File: src/rtl/shift_right_unit.sv
// shift_right_unit: registered 32-bit logical/arithmetic/rotate right barrel shifter
module shift_right_unit (
    input  logic        clk,
    input  logic        rst,
    input  logic [31:0] data_in,
    input  logic [31:0] shift_amount,
    input  logic [1:0]  op,
    input  logic        in_valid,
    output logic [31:0] data_out,
    output logic        out_valid
);
    logic        rot;
    logic        fill;
    logic        oor;
    logic [31:0] stage [0:5];
    logic [31:0] result;

    assign rot  = op == 2'b10;
    assign fill = op == 2'b01 && data_in[31];
    assign oor  = |shift_amount[31:5];
    assign stage[0] = data_in;

    for (genvar k = 0; k < 5; k++) begin : g_stage
        localparam int N = 1 << k;
        assign stage[k+1] = !shift_amount[k] ? stage[k] :
                            rot ? {stage[k][N-1:0], stage[k][31:N]} :
                                  {{N{fill}}, stage[k][31:N]};
    end

    // Amounts of 32 or more saturate to the fill pattern except for rotate, which wraps mod 32
    always_comb begin
        result = (oor && !rot) ? {32{fill}} : stage[5];
    end

    // Output register: capture on in_valid, hold otherwise; reset wins over a same-edge capture
    always_ff @(posedge clk) begin
        if (rst) begin
            data_out  <= 32'h0;
            out_valid <= 1'b0;
        end else begin
            out_valid <= in_valid;
            if (in_valid)
                data_out <= result;
        end
    end
endmodule

File: config.mk
export PLATFORM = sky130hd
export DESIGN_NAME = shift_right_unit
export DESIGN_NICKNAME = d
export VERILOG_FILES = /design/src/rtl/shift_right_unit.sv
export SDC_FILE = /design/constraint.sdc
export NUM_CORES = 1
export LEC_CHECK = 0
export BUFFER_PORTS_ARGS = -buffer_cell sky130_fd_sc_hd__buf_4
export CAP_MARGIN = 25
export CORE_ASPECT_RATIO = 0.6
export CORE_UTILIZATION = 40
export CTS_BUF_LIST = sky130_fd_sc_hd__clkbuf_4
export CTS_CLUSTER_DIAMETER = 150
export DETAILED_ROUTE_END_ITERATION = 6
export GPL_ROUTABILITY_DRIVEN = 0
export SLEW_MARGIN = 15
export SYNTH_ARGS = -nofsm -noshare
export SYNTH_HDL_FRONTEND = slang
export SYNTH_SLANG_ARGS = --single-unit
File: constraint.sdc
create_clock -name clk -period 6.9 [get_ports clk]
set_clock_uncertainty 0.2 [all_clocks]
set_input_delay 1.38 -clock clk [delete_from_list [all_inputs] [get_ports clk]]
set_output_delay 1.38 -clock clk [all_outputs]
set_load 0.05 [all_outputs]
==> flow_summary_export.csv, run 1 <==
group,metric,value,unit
route,drt-pass1-iter-count,5,
logic_synthesis,synth_fp_nets,490,
die,core_area,8720,um2
global_route,track_usage,27.2,%
cts,post_cts_buffers,0,
layout,drive_gt1_share,30.1,%
logic_synthesis,synth_warnings,0,
logic_synthesis,synth-async-reset-ratio,0,%
sta,min_period,3.69,ns
min_path,hp-class,"reg2reg",
layout,diodes,0,
logic_synthesis,syn_area,3690,um2
cts,numCtsBuffers,5,
sta,max_freq,0.271,GHz
die,dieHeight,76.4,um
global_route,grt_pass1_wl,20.5,mm
cts,clockBufferDepth,2,
sta,rsz0062_at_grt,"false",
layout,fillers,863,
worst_setup_path,crit_type,"in2reg",
place,post_dp_cell_area,4320,um2
route,drc,0,
layout,fin_nets,560,
pwr,power,0.694,mW
worst_setup_path,cp_data_arrival_time,3.70,ns
route,routedWlPerCell,21.4,um
worst_setup_path,setup.worst_path.end_class,"register",
route,drt-total-wl,13.0,mm
layout,finalInstanceArea,4400,um2
pwr,leakagePower,1.87,nW
die,rows,26,
layout,area_growth,19.3,%
cts,htree_levels,2,
die,die-area,9630,um2
sta,relSlewSlack,33.8,%
route,vias,3995,
sta,holdWs,0.301,ns
route,ant_nets,0,
layout,final_cell_mix,"buf_4 (102), mux2i_1 (42), nor2_1 (36)",
sta,setup_tns,0,ns
die,ios,102,
sta,finalHoldViolCount,0,
pwr,p_per_area,158,nW/um2
cts,clock_tree.root_cell,"clkbuf_4",
logic_synthesis,netlist-cell-type-count,56,
global_route,antenna_found_initial,0,
logic_synthesis,synth-seq-cells,33,
worst_setup_path,worstPathRequired,6.91,ns
pwr,peakVddDrop,0.0842,mV
sta,finalSetupViolations,0,
logic_synthesis,avgSynthCellArea,8.76,um2
logic_synthesis,ys_seq_area_share,17.9,%
die,die_w,126,um
cts,cts_resized,0,
layout,multiInputGateArea,2740,um2
route,via_per_inst,6.61,
global_route,grt_pass1_vias,3667,
place,numPortBuffers,101,
place,dp_hpwl,9.81,mm
global_route,grt_max_degree,57,
worst_setup_path,startpoint_type,"primary input",
run_status,outcome,"complete, no violations",
layout,layout_commonest_cell,"buf_4",
cts,cts_num_sinks,33,
die,start_util,42.3,%
worst_setup_path,crit_fanout,22,
logic_synthesis,synth_cells,421,
cts,cts_tree,"done",
cts,insertion_delay,0.35,ns
sta,tightest_slew,0.991,ns
logic_synthesis,synth_top_flop_cell,"dfxtp_1",
sta,maxSlewViolCount,0,
sta,fin_crit_sh,53.5,%
global_route,grt.overflow.total,0,
cts,cts_hold_buffers,0,
cts,path_clk_slew,0.11,ns
route,dr.first_iter.drc_count,609,
flow_run,drv_cap,0,
logic_synthesis,synth_enable_flop_cells,0,
layout,regArea,661,um2
==> flip-flops by register name (all words and copies together) (netlist names) <==
name       count
out_valid      1
data_out      32
==> logic make-up (layout without fill, tap and decap cells) <==
| kind of cell | after synthesis | in the layout | synth area share [%] |
|---|---|---|---|
| compound gates | 135 | 135 | 26.2 |
| buf+inv | 43 | 114 | 7.77 |
| flops | 33 | 33 | 17.9 |
| mux | 82 | 82 | 31.4 |
| simple gates | 128 | 128 | 16.7 |
==> critical path, stage by stage <==
cell	delay, ns
buf_4	0.12
nor4_1	0.31
nand4_1	0.22
o31ai_2	0.64
and2b_1	0.73
and2_1	0.24
a211oi_2	0.05
==> cells in the mapped netlist (all sizes together) (2+ instances only) <==
master / count / area share, %
o22a: 3 / 0.71
a21o: 6 / 1.2
nor2: 36 / 3.7
o21ai: 31 / 4.2
nand2b: 8 / 1.4
a31oi: 3 / 0.68
nand3b: 2 / 0.41
a21oi: 20 / 2.7
clkbuf: 9 / 0.92
buf: 30 / 6.4
and3: 2 / 0.34
or3: 2 / 0.34
a211o: 3 / 0.71
o32ai: 2 / 0.47
o221ai: 10 / 2.4
o22ai: 12 / 2.0
o211ai: 3 / 0.61
a221oi: 14 / 3.3
mux2: 19 / 5.9
inv: 4 / 0.41
o21ba: 2 / 0.54
a211oi: 8 / 2.0
nor3: 5 / 0.68
dfxtp: 33 / 18
a2111oi: 3 / 1.2
mux4: 21 / 14
a22oi: 5 / 1.0
mux2i: 42 / 11
nand3: 12 / 1.6
nand2: 35 / 3.6
o21a: 4 / 0.81
and2: 6 / 1.0
nor4: 6 / 1.0
nor2b: 7 / 1.2
==> cell type report <==
cell class / instances / area share [%]
clock buffers: 6 / 1.02
flip-flops and latches: 33 / 15.0
repair buffers: 102 / 17.4
clock inverters: 2 / 0.767
inverters: 4 / 0.341
well taps: 112 / 3.18
multi-input cells: 345 / 62.3
==> power by group <==
group          leakage [nW]  internal [mW]  switching [mW]
logic                  1.55          0.128           0.203
registers             0.272          0.205         0.00830
clock network        0.0433         0.0793          0.0705
==> worst paths after layout <==
| path | from | endpoint | slack (ns) | cells after the start |
|---|---|---|---|---|
| worst max-delay path | shift_amount[14] | data_out[9] | 3.21 | 7 |
| worst min-delay path | data_out[8] | data_out[8] | 0.30 | 2 |
| worst max register to register | data_out[4] | data_out[4] | 5.58 | 4 |
| worst min register to register | data_out[8] | data_out[8] | 0.30 | 2 |
==> routing by layer <==
| metal | vias up | wire [um] | global-route usage [%] |
|---|---|---|---|
| li1 | 1793 | - | - |
| met1 | 1926 | 6110 | 41.7 |
| met2 | 261 | 5290 | 38.8 |
| met3 | 15 | 1470 | 7.02 |
| met4 | 0 | 78 | 2.41 |
| met5 | - | 0 | 0 |
==> metrics by stage <==
| stage | setup WS, ns | utilization (%) | std cells |
|---|---|---|---|
| 3_3_place_gp | 3.02 | 49.6 | 596 |
| 6_report | 3.21 | 50.5 | 604 |
| 5_1_grt | 3.12 | 50.5 | 604 |
| 4_1_cts | 3.26 | 50.5 | 604 |
| 2_1_floorplan | 3.70 | - | 421 |
| 3_5_place_dp | 2.86 | 49.6 | 596 |
(Power assumes the default switching activity.)
==> run 2, diff against run 1 <==
==> constraint.sdc (replaced) <==
create_clock -name clk -period 3.5 [get_ports clk]
set_clock_uncertainty 0.2 [all_clocks]
set_input_delay 0.7 -clock clk [delete_from_list [all_inputs] [get_ports clk]]
set_output_delay 0.7 -clock clk [all_outputs]
set_load 0.05 [all_outputs]
==> run 2 against run 1 <==
Compared with the run above:
- final area up 2.0%
- non-clock buffer count up 9
- hold slack better by 0.0037 ns
- flip-flop and latch count unchanged
- wire length up 0.25%
- register-to-register slack worse by 3.3 ns
- critical path depth unchanged
- worst setup slack worse by 2.4 ns
- combinational power up 99%
- first-iteration DRC count down 18%
- core utilization up 1.0 points
- power up 100%
- critical endpoint is now data_out[4]
==> flow_summary_export.csv, run 2 (same netlist as run 1, synthesis figures left out) <==
group,metric,value,unit
sta,maxSlewViolCount,0,
flow_run,drv_cap,0,
worst_setup_path,crit_type,"in2reg",
route,vias,3966,
worst_setup_path,setup.worst_path.end_class,"register",
worst_setup_path,worstPathRequired,3.57,ns
sta,tightest_slew,0.812,ns
pwr,p_per_area,309,nW/um2
layout,multiInputGateArea,2740,um2
cts,cts_hold_buffers,0,
die,die-area,9630,um2
cts,clock_tree.root_cell,"clkbuf_4",
layout,fillers,848,
worst_setup_path,worst-path-buf-inv,2,
layout,area_growth,21.7,%
route,drc,0,
worst_setup_path,slowest_stage,"inv_1",
die,rows,26,
layout,largest_reg_flops,32,
route,ant_nets,0,
sta,max_freq,0.377,GHz
global_route,grt.overflow.total,0,
global_route,grt_pass1_vias,3573,
global_route,grt-busiest-layer,"met1",
min_path,hp-class,"reg2reg",
sta,relSlewSlack,45.8,%
place,numPortBuffers,101,
worst_setup_path,crit_fanout,36,
die,dieHeight,76.4,um
sta,fin_crit_sh,75.9,%
global_route,grtUsageMet3,6.88,%
worst_setup_path,crit_family,"buffers and inverters",
pwr,leakagePower,1.91,nW
die,ios,102,
sta,finalSetupViolations,0,
sta,rsz0062_at_grt,"false",
route,dr.first_iter.drc_count,501,
place,dp_hpwl,9.84,mm
layout,fin_nets,569,
global_route,grtUsageMet2,38.5,%
sta,holdWs,0.305,ns
layout,drive_gt1_share,31.5,%
cts,numCtsBuffers,5,
route,routedWlPerCell,21.1,um
worst_setup_path,cpPeakStageDelay,0.64,ns
sta,min_period,2.66,ns
pwr,power,1.39,mW
global_route,grt_pass1_wl,20.5,mm
worst_setup_path,path_cells,"buf_4, inv_1, mux2i_1, nand2_1, o21ai_1, nor4b_1, a211o_1",
layout,layout_commonest_cell,"buf_4",
die,start_util,42.3,%
cts,clockBufferDepth,2,
worst_setup_path,startpoint_type,"primary input",
die,core_area,8720,um2
route,drt-pass1-iter-count,5,
run_status,outcome,"complete, no violations",
layout,top_register,"data_out",
global_route,grt_max_degree,51,
route,drt-total-wl,13.0,mm
route,via_per_inst,6.46,
layout,final_cell_mix,"buf_4 (110), mux2i_1 (42), nor2_1 (36)",
cts,insertion_delay,0.36,ns
global_route,antenna_found_initial,0,
die,die_w,126,um
cts,cts_tree,"done",
cts,htree_levels,2,
global_route,track_usage,27.5,%
cts,cts_resized,0,
sta,setup_tns,0,ns
layout,regArea,661,um2
worst_setup_path,cp_data_arrival_time,2.73,ns
cts,post_cts_buffers,0,
cts,path_clk_slew,0.12,ns
pwr,peakVddDrop,0.180,mV
global_route,met1_usage,42.4,%
cts,cts_num_sinks,33,
layout,reg_top3,"data_out (32), out_valid (1)",
sta,finalHoldViolCount,0,
run 2: worst reg2reg max path, stage by stage (launching register included):
cell and delay [ns]:
dfxtp_1 0.36, nor2_1 0.04, nor2_1 0.16, nor4b_1 0.29, a211o_1 0.15
run 2: area by class of cell:
| type | count | share of cell area [%] |
|---|---|---|
| multi-input cells | 345 | 61.1 |
| repair buffers | 111 | 18.8 |
| flip-flops and latches | 33 | 14.7 |
| well taps | 112 | 3.12 |
| clock inverters | 3 | 1.03 |
| clock buffers | 5 | 0.836 |
| inverters | 4 | 0.334 |
| diodes | 1 | 0.0557 |
run 2: worst paths after layout:
check                       start     endpoint  slack, ns  cells past startpoint
setup / recovery  shift_amount[0]  data_out[4]       0.84                      7
hold / removal        data_out[8]  data_out[8]       0.30                      2
setup reg to reg      data_out[4]  data_out[4]       2.25                      4
hold reg to reg       data_out[8]  data_out[8]       0.30                      2
run 2: per-layer routing:
| layer | vias up | wire length [um] |
|---|---|---|
| met2 | 228 | 5170 |
| met5 | - | 0 |
| met1 | 1909 | 6340 |
| met4 | 0 | 100 |
| li1 | 1816 | - |
| met3 | 13 | 1370 |
run 2: power breakdown:
part / switching [mW] / internal [mW] / total, mW
Clock: 0.158 / 0.151 / 0.309
Combinational: 0.399 / 0.260 / 0.659
Sequential: 0.0163 / 0.404 / 0.420
Total: 0.574 / 0.815 / 1.39
run 2: metrics by stage:
stage	utilization, %	cells	area (um2)	setup slack, ns
2_1_floorplan	-	421	3690	0.982
3_3_place_gp	50.5	605	4400	0.571
3_5_place_dp	50.5	605	4400	0.538
4_1_cts	51.5	613	4490	0.911
5_1_grt	51.5	613	4490	0.749
6_report	51.5	614	4490	0.844
==> run 3, diff against run 2 <==
--- a/config.mk
+++ b/config.mk
@@ -5,6 +5,7 @@
 export SDC_FILE = /design/constraint.sdc
 export NUM_CORES = 1
 export LEC_CHECK = 0
+export ABC_AREA = 1
 export BUFFER_PORTS_ARGS = -buffer_cell sky130_fd_sc_hd__buf_4
 export CAP_MARGIN = 25
 export CORE_ASPECT_RATIO = 0.6
@@ -13,6 +14,7 @@
 export CTS_CLUSTER_DIAMETER = 150
 export DETAILED_ROUTE_END_ITERATION = 6
 export GPL_ROUTABILITY_DRIVEN = 0
+export PLACE_DENSITY = 0.67
 export SLEW_MARGIN = 15
 export SYNTH_ARGS = -nofsm -noshare
 export SYNTH_HDL_FRONTEND = slang
==> constraint.sdc (replaced) <==
create_clock -name clk -period 2.18 [get_ports clk]
set_clock_uncertainty 0.2 [all_clocks]
set_input_delay 0.436 -clock clk [delete_from_list [all_inputs] [get_ports clk]]
set_output_delay 0.436 -clock clk [all_outputs]
set_load 0.05 [all_outputs]
==> run 3 against run 2 <==
Compared with the run above:
- hold slack worse by 0.25 ns
- power up 48%
- largest cell class unchanged
- clock-buffer cell count grew 1
- worst setup slack worse by 0.61 ns
==> flow_summary_export.csv, run 3 <==
group,metric,value,unit
layout,reg_top3,"data_out (32), out_valid (1)",
cts,clock_tree.root_cell,"clkbuf_4",
global_route,grt_max_degree,34,
min_path,hp-start,"rst",
global_route,antenna_found_initial,0,
worst_setup_path,rrSetupSlack,1.29,ns
logic_synthesis,yosys.area.top_type_share,28.1,%
worst_setup_path,cp_data_arrival_time,2.00,ns
worst_setup_path,ff2ff_path_depth,2,
global_route,grt_pass1_wl,21.5,mm
sta,setup_tns,0,ns
logic_synthesis,synth_warnings,0,
cts,post_cts_buffers,0,
run_status,outcome,"complete, no violations",
worst_setup_path,worstPathRequired,2.24,ns
cts,clockBufferDepth,2,
logic_synthesis,synth-async-reset-ratio,0,%
route,via_per_inst,5.86,
global_route,track_usage,30.4,%
min_path,hold_end,"out_valid",
global_route,grt_pass1_vias,4324,
place,dp_hpwl,10.8,mm
logic_synthesis,synthTopCellsByArea,"nand3_1 (28%), nand2_1 (22%), dfxtp_1 (19%)",
cts,numCtsBuffers,5,
die,die-area,9100,um2
logic_synthesis,avgSynthCellArea,5.63,um2
global_route,grt.overflow.total,0,
cts,cts_hold_buffers,0,
logic_synthesis,synth_top_flop_cell,"dfxtp_1",
worst_setup_path,r2r-start,"data_out[16]",
layout,diodes,0,
logic_synthesis,ys_seq_area_share,19.0,%
die,rows,25,
cts,htree_levels,2,
die,ios,102,
min_path,hp-class,"in2reg",
pwr,leakagePower,2.21,nW
route,drt-total-wl,13.4,mm
route,dr.first_iter.drc_count,709,
flow_run,drv_cap,0,
layout,area_growth,25.7,%
worst_setup_path,crit_type,"in2reg",
pwr,p_per_area,469,nW/um2
layout,fin_nets,772,
layout,top_register,"data_out",
logic_synthesis,syn_area,3490,um2
route,drc,0,
logic_synthesis,ys_top_cells_by_count,"nand2_1 (204), nand3_1 (196), a21oi_1 (46)",
cts,cts_resized,0,
worst_setup_path,crit_fanout,16,
sta,fin_crit_sh,89.1,%
cts,cts_tree,"done",
logic_synthesis,synth-simple-area-share,60.2,%
die,core_area,8160,um2
logic_synthesis,synth-compound-area-share,12.0,%
logic_synthesis,synthMostInstantiatedCell,"nand2_1",
sta,rsz0062_at_grt,"false",
sta,tightest_slew,0.324,ns
die,dieHeight,74.3,um
route,routedWlPerCell,16.6,um
logic_synthesis,synth_top_family_by_area,"simple AND/OR/NAND/NOR gates",
layout,finalCoreUtilization,53.7,%
route,vias,4758,
logic_synthesis,synth_cells,619,
logic_synthesis,synth-seq-cells,33,
route,drt-pass1-iter-count,7,
sta,finalSetupViolations,0,
sta,maxSlewViolCount,0,
layout,final_cell_mix,"nand2_1 (204), nand3_1 (196), buf_4 (116)",
logic_synthesis,synth_mux_area_share,0,%
place,numPortBuffers,101,
logic_synthesis,synth-xor-area-share,0,%
pwr,peakVddDrop,0.392,mV
logic_synthesis,synth_enable_flop_cells,0,
layout,largest_reg_flops,32,
cts,path_clk_slew,0.11,ns
logic_synthesis,netlist-cell-type-count,26,
sta,finalHoldViolCount,0,
logic_synthesis,yosys.area.top_type,"nand3_1",
cts,cts_num_sinks,33,
worst_setup_path,reg2reg_to,"data_out[16]",
worst_setup_path,startpoint_type,"primary input",
layout,layout_commonest_cell,"nand2_1",
die,die_w,123,um
sta,relSlewSlack,78.3,%
logic_synthesis,synth_adder_area_share,0,%
worst_setup_path,setup.worst_path.end_class,"register",
layout,drive_gt1_share,23.3,%
min_path,whs_path_depth,2,
route,ant_nets,0,
sta,max_freq,0.515,GHz
die,start_util,42.7,%
logic_synthesis,synth_fp_nets,688,
sta,min_period,1.94,ns
cts,insertion_delay,0.33,ns
## run 3: how the worst max path moves through the flow
stage,start,endpoint,depth (start not counted)
3_3_place_gp,shift_amount[0],data_out[8],11
4_1_cts,shift_amount[0],data_out[8],11
2_1_floorplan,shift_amount[28],data_out[0],9
6_report,shift_amount[0],data_out[8],11
5_1_grt,shift_amount[0],data_out[6],11
3_5_place_dp,shift_amount[0],data_out[8],11
## run 3: final cells by class
class                   instances  area, um2
multi-input cells             532       2520
flip-flops and latches         33        661
inverters                      10       45.0
fillers                       850       3780
clock inverters                 2       10.0
clock buffers                   6       45.0
well taps                     108        135
repair buffers                121        971
## run 3: per-layer routing
metal	routed length, um	track usage [%]	up-vias
met1	6110	43.8	2134
met3	2010	12.3	30
li1	-	-	2277
met5	0	0	-
met4	117	3.79	0
met2	5200	43.1	317
## run 3: worst max-delay path: stages
cell     delay, ns
buf_4         0.22
buf_12        0.18
buf_4         0.13
nand2_1       0.07
nand3_1       0.11
nand3_1       0.11
nand3_1       0.20
nand2_1       0.10
a21oi_1       0.13
nand2_1       0.14
a21oi_1       0.16
## run 3: report_power, final
part	switching, mW	internal [mW]	leakage (nW)	total, mW
Clock	0.217	0.135	0.0354	0.352
Sequential	0.0237	0.645	0.273	0.669
Combinational	0.679	0.353	1.90	1.03
Total	0.920	1.13	2.21	2.05
## run 3: stage by stage
stage	setup WS, ns	std cells	power (mW)	hold WS, ns	instance area (um2)
floorplan	0.483	619	1.34	0.308	3490
CTS	0.339	812	2.04	0.0407	4380
finish	0.237	812	2.05	0.0516	4380
detailed placement	0.0119	804	1.68	0.315	4330
global route	0.137	812	2.18	0.0213	4380
global placement	0.0287	804	1.68	0.310	4330
## run 3: kinds of logic (layout without fill, tap and decap cells)
family          after synthesis  in the layout
simple gates                450            450
compound gates               82             82
flops                        33             33
buf+inv                      54            139
